File: config.mk
export PLATFORM = sky130hd
export DESIGN_NAME = fb_port_arbiter
export DESIGN_NICKNAME = d
export VERILOG_FILES = /design/src/rtl/fb_pkg.sv /design/src/rtl/fb_port_arbiter_rr.sv /design/src/rtl/fb_port_arbiter.sv
export SDC_FILE = /design/constraint.sdc
export NUM_CORES = 1
export LEC_CHECK = 0
export CAP_MARGIN = 30
export CORE_MARGIN = 5
export CORE_UTILIZATION = 39
export CTS_CLUSTER_SIZE = 8
export DETAILED_ROUTE_END_ITERATION = 10
export PLACE_DENSITY = 0.77
export SKIP_LAST_GASP = 1
export SYNTH_ARGS = -nofsm -noshare
export SYNTH_HDL_FRONTEND = slang
export SYNTH_SLANG_ARGS = --single-unit
File: constraint.sdc
create_clock -name clk -period 1.6 [get_ports clk]
set_input_delay 0.16 -clock clk [delete_from_list [all_inputs] [get_ports clk]]
set_output_delay 0.16 -clock clk [all_outputs]
set_load 0.01 [all_outputs]
File: src/rtl/fb_pkg.sv
// fb_pkg: shared framebuffer geometry and arbiter state type
package fb_pkg;
    localparam int FB_ADDR_W = 17;
    localparam int FB_DATA_W = 16;
    localparam int FB_WORDS  = 76800;

    typedef enum logic {SERVE, CLEAR} state_t;
endpackage

File: src/rtl/fb_port_arbiter_rr.sv
// rr_arbiter: combinational round-robin grant, first requester at or above ptr wins
module rr_arbiter #(
    parameter int N = 2
) (
    input  logic [N-1:0] req,
    input  logic [1:0]   ptr,
    output logic [N-1:0] grant
);
    localparam int IW = (N > 1) ? $clog2(N) : 1;

    logic [IW-1:0] idx;

    // scan offsets downward so the closest requester above the pointer is the last (winning) hit
    always_comb begin
        grant = '0;
        idx   = '0;
        for (int k = N - 1; k >= 0; k--) begin
            idx = IW'((int'(ptr) + k) % N);
            if (req[idx]) begin
                grant      = '0;
                grant[idx] = 1'b1;
            end
        end
    end
endmodule

File: src/rtl/fb_port_arbiter.sv
// fb_port_arbiter: shares framebuffer port A among clients and runs the full-buffer clear engine
module fb_port_arbiter #(
    parameter int NUM_CLIENTS = 2,
    parameter int ADDR_W      = fb_pkg::FB_ADDR_W,
    parameter int DATA_W      = fb_pkg::FB_DATA_W,
    parameter int FB_WORDS    = fb_pkg::FB_WORDS
) (
    input  logic                          clk,
    input  logic                          rst_n,
    input  logic [NUM_CLIENTS-1:0]        req_valid,
    output logic [NUM_CLIENTS-1:0]        req_ready,
    input  logic [NUM_CLIENTS-1:0]        req_write,
    input  logic [NUM_CLIENTS*ADDR_W-1:0] req_addr,
    input  logic [NUM_CLIENTS*DATA_W-1:0] req_wdata,
    output logic [NUM_CLIENTS-1:0]        rsp_valid,
    output logic [DATA_W-1:0]             rsp_data,
    input  logic                          clear_start,
    input  logic [DATA_W-1:0]             clear_value,
    output logic                          clear_busy,
    output logic                          clear_done,
    output logic [7:0]                    oor_count,
    output logic [ADDR_W-1:0]             fb_addr,
    output logic [DATA_W-1:0]             fb_din,
    output logic                          fb_we,
    input  logic [DATA_W-1:0]             fb_dout
);
    import fb_pkg::*;

    localparam int IW = (NUM_CLIENTS > 1) ? $clog2(NUM_CLIENTS) : 1;

    state_t                 state, state_nx;
    logic [1:0]             ptr;
    logic [NUM_CLIENTS-1:0] grant, rsp_pend;
    logic [IW-1:0]          gidx;
    logic [ADDR_W-1:0]      g_addr, clr_addr, hold_addr;
    logic [DATA_W-1:0]      g_wdata, clr_val, hold_din;
    logic                   g_write, g_oor, rsp_oor, hs, last;

    // requests are masked while a clear is starting or running
    rr_arbiter #(.N(NUM_CLIENTS)) u_rr (
        .req   ((state == SERVE && !clear_start) ? req_valid : '0),
        .ptr   (ptr),
        .grant (grant)
    );

    assign req_ready  = grant;
    assign hs         = |grant;
    assign last       = clr_addr == ADDR_W'(FB_WORDS - 1);
    assign clear_busy = state == CLEAR;

    // select the granted client's request fields
    always_comb begin
        gidx = '0;
        for (int i = 0; i < NUM_CLIENTS; i++)
            if (grant[i]) gidx = IW'(i);
        g_addr  = req_addr[gidx*ADDR_W +: ADDR_W];
        g_wdata = req_wdata[gidx*DATA_W +: DATA_W];
        g_write = req_write[gidx];
        g_oor   = g_addr >= ADDR_W'(FB_WORDS);
    end

    // state register; reset aborts a fill in progress
    always_ff @(posedge clk or negedge rst_n) begin
        if (!rst_n) state <= SERVE;
        else        state <= state_nx;
    end

    // clear starts only from SERVE and ends after the last visible word
    always_comb begin
        state_nx = (state == SERVE) ? (clear_start ? CLEAR : SERVE) : (last ? SERVE : CLEAR);
    end

    // port A drive: clear engine, granted request, or held idle values
    always_comb begin
        fb_we     = (state == CLEAR) || (hs && g_write && !g_oor);
        fb_addr   = (state == CLEAR) ? clr_addr : hs ? g_addr : hold_addr;
        fb_din    = (state == CLEAR) ? clr_val : hs ? g_wdata : hold_din;
        rsp_valid = rsp_pend;
        rsp_data  = rsp_oor ? '0 : fb_dout;
    end

    // pointer, clear counter, idle hold, read pipeline and out-of-range counter
    always_ff @(posedge clk or negedge rst_n) begin
        if (!rst_n) begin
            ptr        <= '0;
            clr_addr   <= '0;
            clr_val    <= '0;
            hold_addr  <= '0;
            hold_din   <= '0;
            rsp_pend   <= '0;
            rsp_oor    <= 1'b0;
            clear_done <= 1'b0;
            oor_count  <= '0;
        end else begin
            if (hs) ptr <= 2'((int'(gidx) + 1) % NUM_CLIENTS);
            if (state == SERVE && clear_start) clr_val <= clear_value;
            if (state == CLEAR) clr_addr <= last ? '0 : clr_addr + 1'b1;
            hold_addr  <= fb_addr;
            hold_din   <= fb_din;
            rsp_pend   <= grant & ~req_write;
            rsp_oor    <= g_oor;
            clear_done <= state == CLEAR && last;
            if (hs && g_oor && oor_count != 8'hFF) oor_count <= oor_count + 8'd1;
        end
    end
endmodule

Yosys cells after proc, flatten, opt, wreduce, memory -nomap -nowiden
Cells that the tools add are included.

Input port bits: 105. Register bits after elaboration: 80. Output and inout bits: 64.

Multipliers: 1. Muxes and demuxes: 23. Bitwise operators: 3. $add $sub $neg: 4. Shifts and indexed selects: 2. Reductions and logical operators: 13. Eq/ne operators: 2. Magnitude comparators: 6.

Operators by type and width (number): 17-bit two-way mux (3); 16-bit two-way mux (3); 34-bit by 7-bit indexed part select with 17-bit output (1); 32-bit by 6-bit indexed part select with 16-bit output (1); 17-bit by 1-bit adder with 17-bit output (second input constant) (1); 17-bit == test (second input constant) (1); 17-bit greater-or-equal comparator (second input constant) (1); 1-bit two-way mux (12); 1-bit logical AND (9); 8-bit by 1-bit adder with 8-bit output (second input constant) (1); 8-bit inequality test (second input constant) (1); 1-bit by 2-bit < comparator with 1-bit output (second input constant) (3); 1-bit by 5-bit multiplier with 6-bit output (second input constant) (1); 2-bit two-way mux (3); 1-bit adder (second input constant) (2); 2-bit bitwise AND (1); 1-bit demux with 1-bit select (2); 1-bit greater-or-equal comparator (second input constant) (2); 1-bit zero test (2); 2-bit NOT (1); 2-bit OR reduction (1); 1-bit logical OR (1); 1-bit NOT (1).

Depth between registers and ports, before layout
Depth after elaboration: 14. Mapped depth: 8. Gate-level depth less buffers: 6.

Hierarchy
A second synthesis with hierarchy kept.

Cells, all modules: 403. Area total of the unflattened synthesis: 4001.3 um^2.

Modules (own cells, without submodules): fb_port_arbiter (sequential area each 2001.9 um^2, area an instance 3982.6 um^2, times used 1, cells an instance 400); rr_arbiter (sequential area each 0.0 um^2, area an instance 18.8 um^2, times used 1, cells an instance 3).

Least setup slack after synthesis
Ideal clock, no wire load.

Kind: register to register. Start: register oor_count[0]. End: register oor_count[1]. Arrival: 1.739 ns. Library setup time: 0.125 ns. Data required time: 1.475 ns. Slack: -0.264 ns. Cell stages (with the launch flop): 7. Clock period less this slack: 1.864 ns. Path buffers: 0. Path through: dfrtp_1 -> ha_1 -> and3_1 -> and3_1 -> a31oi_2 -> nand2_2 -> mux2_4.

Word-level cells in the longest chain between the ends: 2.

RTL lines: start, declared (line fb_port_arbiter.sv:21) `output logic [7:0] oor_count,`; start signal, assigned (line fb_port_arbiter.sv:103) `if (hs && g_oor && oor_count != 8'hFF) oor_count <= oor_count + 8'd1;`; parallel branches: the longest is 2 deep, another holds 8-bit by 1-bit adder with 8-bit output.

Parallel ways; which one is timed is not known. A chain may end at the register's enable or synchronous reset.

Worst setup path after layout
Start: register state, in the netlist clear_busy. End: output port fb_addr[14].

Word-level cells in the longest chain between the ends: 12.

RTL lines: start, declared (line fb_port_arbiter.sv:31) `state_t state, state_nx;`; start signal, assigned (line fb_port_arbiter.sv:65) `else state <= state_nx;`; 1-bit NOT (line fb_port_arbiter.sv:41) `.req ((state == SERVE && !clear_start) ? req_valid : '0),`; 1-bit logical AND (line fb_port_arbiter.sv:41); 2-bit two-way mux (line fb_port_arbiter.sv:41); 1-bit two-way mux (not written as such) (2 in series) (line fb_port_arbiter_rr.sv:19) `if (req[idx]) begin`; 2-bit two-way mux (2 in series) (line fb_port_arbiter_rr.sv:19); 1-bit two-way mux (line fb_port_arbiter.sv:55) `if (grant[i]) gidx = IW'(i);`; 1-bit by 5-bit multiplier with 6-bit output (line fb_port_arbiter.sv:56) `g_addr = req_addr[gidx*ADDR_W +: ADDR_W];`; 34-bit by 7-bit indexed part select with 17-bit output (line fb_port_arbiter.sv:56); 17-bit two-way mux (line fb_port_arbiter.sv:76) `fb_addr = (state == CLEAR) ? clr_addr : hs ? g_addr : hold_addr;`; 17-bit two-way mux * (line fb_port_arbiter.sv:76); end, declared (line fb_port_arbiter.sv:22) `output logic [ADDR_W-1:0] fb_addr,`.

Mark *: on every way between the ends. The rest lies on a longest branch, timed or not. The select of a mux whose other input is x is not followed.

==> results.tsv <==
stage	metric	value	unit
run_status	status	complete, but fails checks	
run_status	failing checks	negative setup slack	
clock_network	H-tree depth	3	
yosys	adder-cell share of the synthesized area	0.6234	%
placed_design	Placement Cell Area	6230	um2
global_route	vias in the first global route	4451	
yosys	Synth Area in Simple Gates	18.77	%
critical_path	Worst Path Arrival	1.91	ns
yosys	register area share after synthesis	49.88	%
yosys	post-synthesis mux area share	5.362	%
layout	area grow syn2layout	76.03	%
critical_path	Required @ worst endpoint	1.44	ns
sta	skew final	0.008624	ns
layout	fin util	69.37	%
global_route	first-pass GRT wire length	22480	um
worst_hold_path	hold path startpoint	req_write[0]	
worst_hold_path	Worst Hold Endpoint	rsp_valid[0]	
placed_design	Place WS	-0.8107	ns
sta	# setup viols final	77	
drt	drt drc	0	
drt	post-DR vias/cell	5.184	
yosys	Post-synth EDFFs	0	
clock_network	clk sinks	80	
worst_hold_path	worst min path class	input pin to register	
floorplan	row count	37	
floorplan	Die ar.	12420	um2
sta	RSZ-0062 raised after global routing	true	
yosys	Post-synth top flop	dfrtp_1	
yosys	XOR/XNOR Fraction of Synth Area	4.582	%
yosys	synthesized instance count	415	
sta	min Tclk post-route	2.075	ns
layout	commonest non-fill, non-tap cells in the layout	clkdlybuf4s50_1, dfrtp_1, buf_4	
yosys	Synth Cell Area	4014	um2
critical_path	critical path type	register to primary output	
clock_network	CTS Root Cell	clkbuf_8	
sta	Final period util	129.7	%
placed_design	post-DP HPWL	9608	um
yosys	main combinational cell family by area after synthesis	simple AND/OR/NAND/NOR gates	
yosys	Distinct cells, synth	43	
power_and_ir_drop	total power	0.004348	W
sta	worst-margin pin slew	0.4324	ns
drt	WL/cell	18.56	um
yosys	Synth Area in Compound Gates	17.14	%
drt	post-route ant nets	0	
global_route	All-Layer GR Usage	22.40	%
drt	Pre-antenna DRT Iters	4	
floorplan	DIE WIDTH	111.5	um
layout	final instance area	7066	um2
yosys	Ys Warns	0	
critical_path	worst r2r dst	hold_din[7]	
clock_network	CTS buffer count	9	
drt	DR vias	4173	
clock_network	CTS tree	done	
layout	fin nets	771	
yosys	Async SR Flop Fraction	100.0	%
layout	share of layout cells above drive strength 1	34.38	%
floorplan	Initial Util	39.41	%
sta	hold slack	0.3679	ns
global_route	global route overflow	0	
job	max-capacitance violation count	0	
layout	Diodes inserted	0	
drt	Iter 0 DRT Violations	261	
yosys	synthesis-stage register bit count	80	
global_route	pin count of the biggest net entering global routing	81	
clock_network	clock latency on the worst-skew pair	0.35	ns
critical_path	CP Max Fanout	5	
layout	commonest non-fill, non-tap cell in the layout	clkdlybuf4s50_1	
layout	filler cell count	761	
sta	Final Max Slew Viols	0	
placed_design	port bufs	168	
power_and_ir_drop	leak pwr	3.456	nW
sta	Final Hold Violating Endpoints	0	
critical_path	R2R Path Start	clear_busy	
yosys	syn_nets	522	
yosys	Post-Syn Area per Cell	9.672	um2
sta	Final Worst Setup Slack	-0.4750	ns
drt	Total Wirelength	14940	um
critical_path	CP Launch Type	register	
placed_design	GPL Wtd Cong	0.8457	
sta	Max Clk Rate	481.9	MHz
global_route	antenna violations before repair	0	
power_and_ir_drop	VDD IR-drop max	400.0	uV
sta	Max-slew headroom	71.17	%
clock_network	Worst-path clk slew	0.08	ns
clock_network	CTS Buffer Depth	2	
floorplan	io pins	169	
floorplan	core area	10180	um2
critical_path	Setup crit end kind	primary output	
critical_path	reg-to-reg slack, setup	-0.28	ns
critical_path	R2R cell count	10	
floorplan	Chip Height	111.5	um
power_and_ir_drop	power per cell area	615.4	nW/um2
worst_hold_path	hold path depth	2	
stage by stage:
stage,std cells,TNS (ns)
final,805,-20.57
after detailed placement,745,-40.94
after global routing,805,-25.38
after global placement,745,-37.08
after floorplan,415,-0.1713
after CTS,792,-20.13
routing by layer:
| metal | routed length, um | share of wire [%] | GRT usage, % |
|---|---|---|---|
| met4 | 393 | 2.6 | 9.246 |
| met1 | 5912 | 40 | 26.21 |
| met2 | 7913 | 53 | 39.28 |
| met3 | 724 | 4.8 | 5.489 |
| met5 | 0 | 0 | 0 |
cell families (layout without fill, tap and decap cells):
group,Yosys count,count (layout)
AOI/OAI and AO/OA,108,108
xor gates and xnor gates,21,21
adders and majority gates,2,2
buffers and inverters,31,285
DFF,80,80
muxes,19,19
and+or+nand+nor,154,154
repair_timing:
item | 4_1_cts | 5_1_grt
hold buffers | 1 | 0
gates resized for setup | 208 | 84
pin swaps | 20 | 44
buffers inserted | 29 | 18
setup endpoints to repair | 88 | 99
hold endpoints to repair | 80 | 0
cloned | 5 | 1
how the worst max path moves through the flow:
stage,start,to,slack (ns),depth (start not counted)
after global placement,clear_start,fb_din[15],-0.76,8
after detailed placement,clear_start,fb_din[15],-0.81,8
after global routing,clear_busy,fb_din[10],-0.55,9
final,clear_busy,fb_addr[14],-0.47,8
after floorplan,oor_count[0],oor_count[1],-0.10,6
after CTS,clear_busy,fb_din[11],-0.51,9
sequential cells by signal (all words and copies together) (netlist names):
name,count
hold_addr,17
clear_busy,1
rsp_oor,1
clr_val,16
ptr,1
clear_done,1
hold_din,16
rsp_valid,2
clr_addr,17
oor_count,8
cells in the mapped netlist, types with 2 or more instances:
| cell | instances | area (um2) |
|---|---|---|
| nand2_1 | 82 | 307.8 |
| a31oi_1 | 28 | 175.2 |
| xnor2_1 | 14 | 122.6 |
| and3_1 | 9 | 56.30 |
| a211oi_1 | 2 | 15.01 |
| dfrtp_1 | 80 | 2002 |
| ha_1 | 2 | 25.02 |
| nor2b_1 | 18 | 112.6 |
| o21ai_0 | 36 | 180.2 |
| mux2i_1 | 2 | 20.02 |
| a21oi_1 | 2 | 10.01 |
| and4_1 | 2 | 17.52 |
| o22ai_1 | 3 | 18.77 |
| nor2_1 | 11 | 41.29 |
| buf_2 | 10 | 50.05 |
| nand4_1 | 7 | 43.79 |
| nor3_1 | 4 | 20.02 |
| a21o_1 | 29 | 217.7 |
| o31ai_1 | 2 | 15.01 |
| xor2_1 | 7 | 61.31 |
| mux2_2 | 16 | 180.2 |
| nand2b_1 | 2 | 12.51 |
| inv_1 | 4 | 15.01 |
| clkbuf_1 | 12 | 45.04 |
| nand3_1 | 12 | 60.06 |
| buf_4 | 2 | 15.01 |
power breakdown:
group / leakage, nW / switching, W / internal [W]
clock: 0.108 / 0.000730 / 0.000923
combinational: 2.30 / 0.000225 / 0.000382
sequential: 1.05 / 0.0000217 / 0.00207
worst max-delay path: stages (launching register included):
cell and delay (ns):
dfrtp_2 0.46, nor2_8 0.14, nand3_4 0.15, buf_12 0.19, clkbuf_16 0.16, nand2_2 0.07
a31oi_2 0.08, a21o_1 0.17, buf_2 0.14
layout make-up:
class	count	area [um2]	share of cell area [%]
clock inverters	3	65.06	0.9208
repair buffers	263	2501	35.40
flip-flops and latches	80	2006	28.39
multi-input cells	304	2137	30.25
well taps	136	170.2	2.408
inverters	5	26.28	0.3719
repair inverters	1	11.26	0.1594
clock buffers	13	148.9	2.107
(Power assumes the default switching activity.)
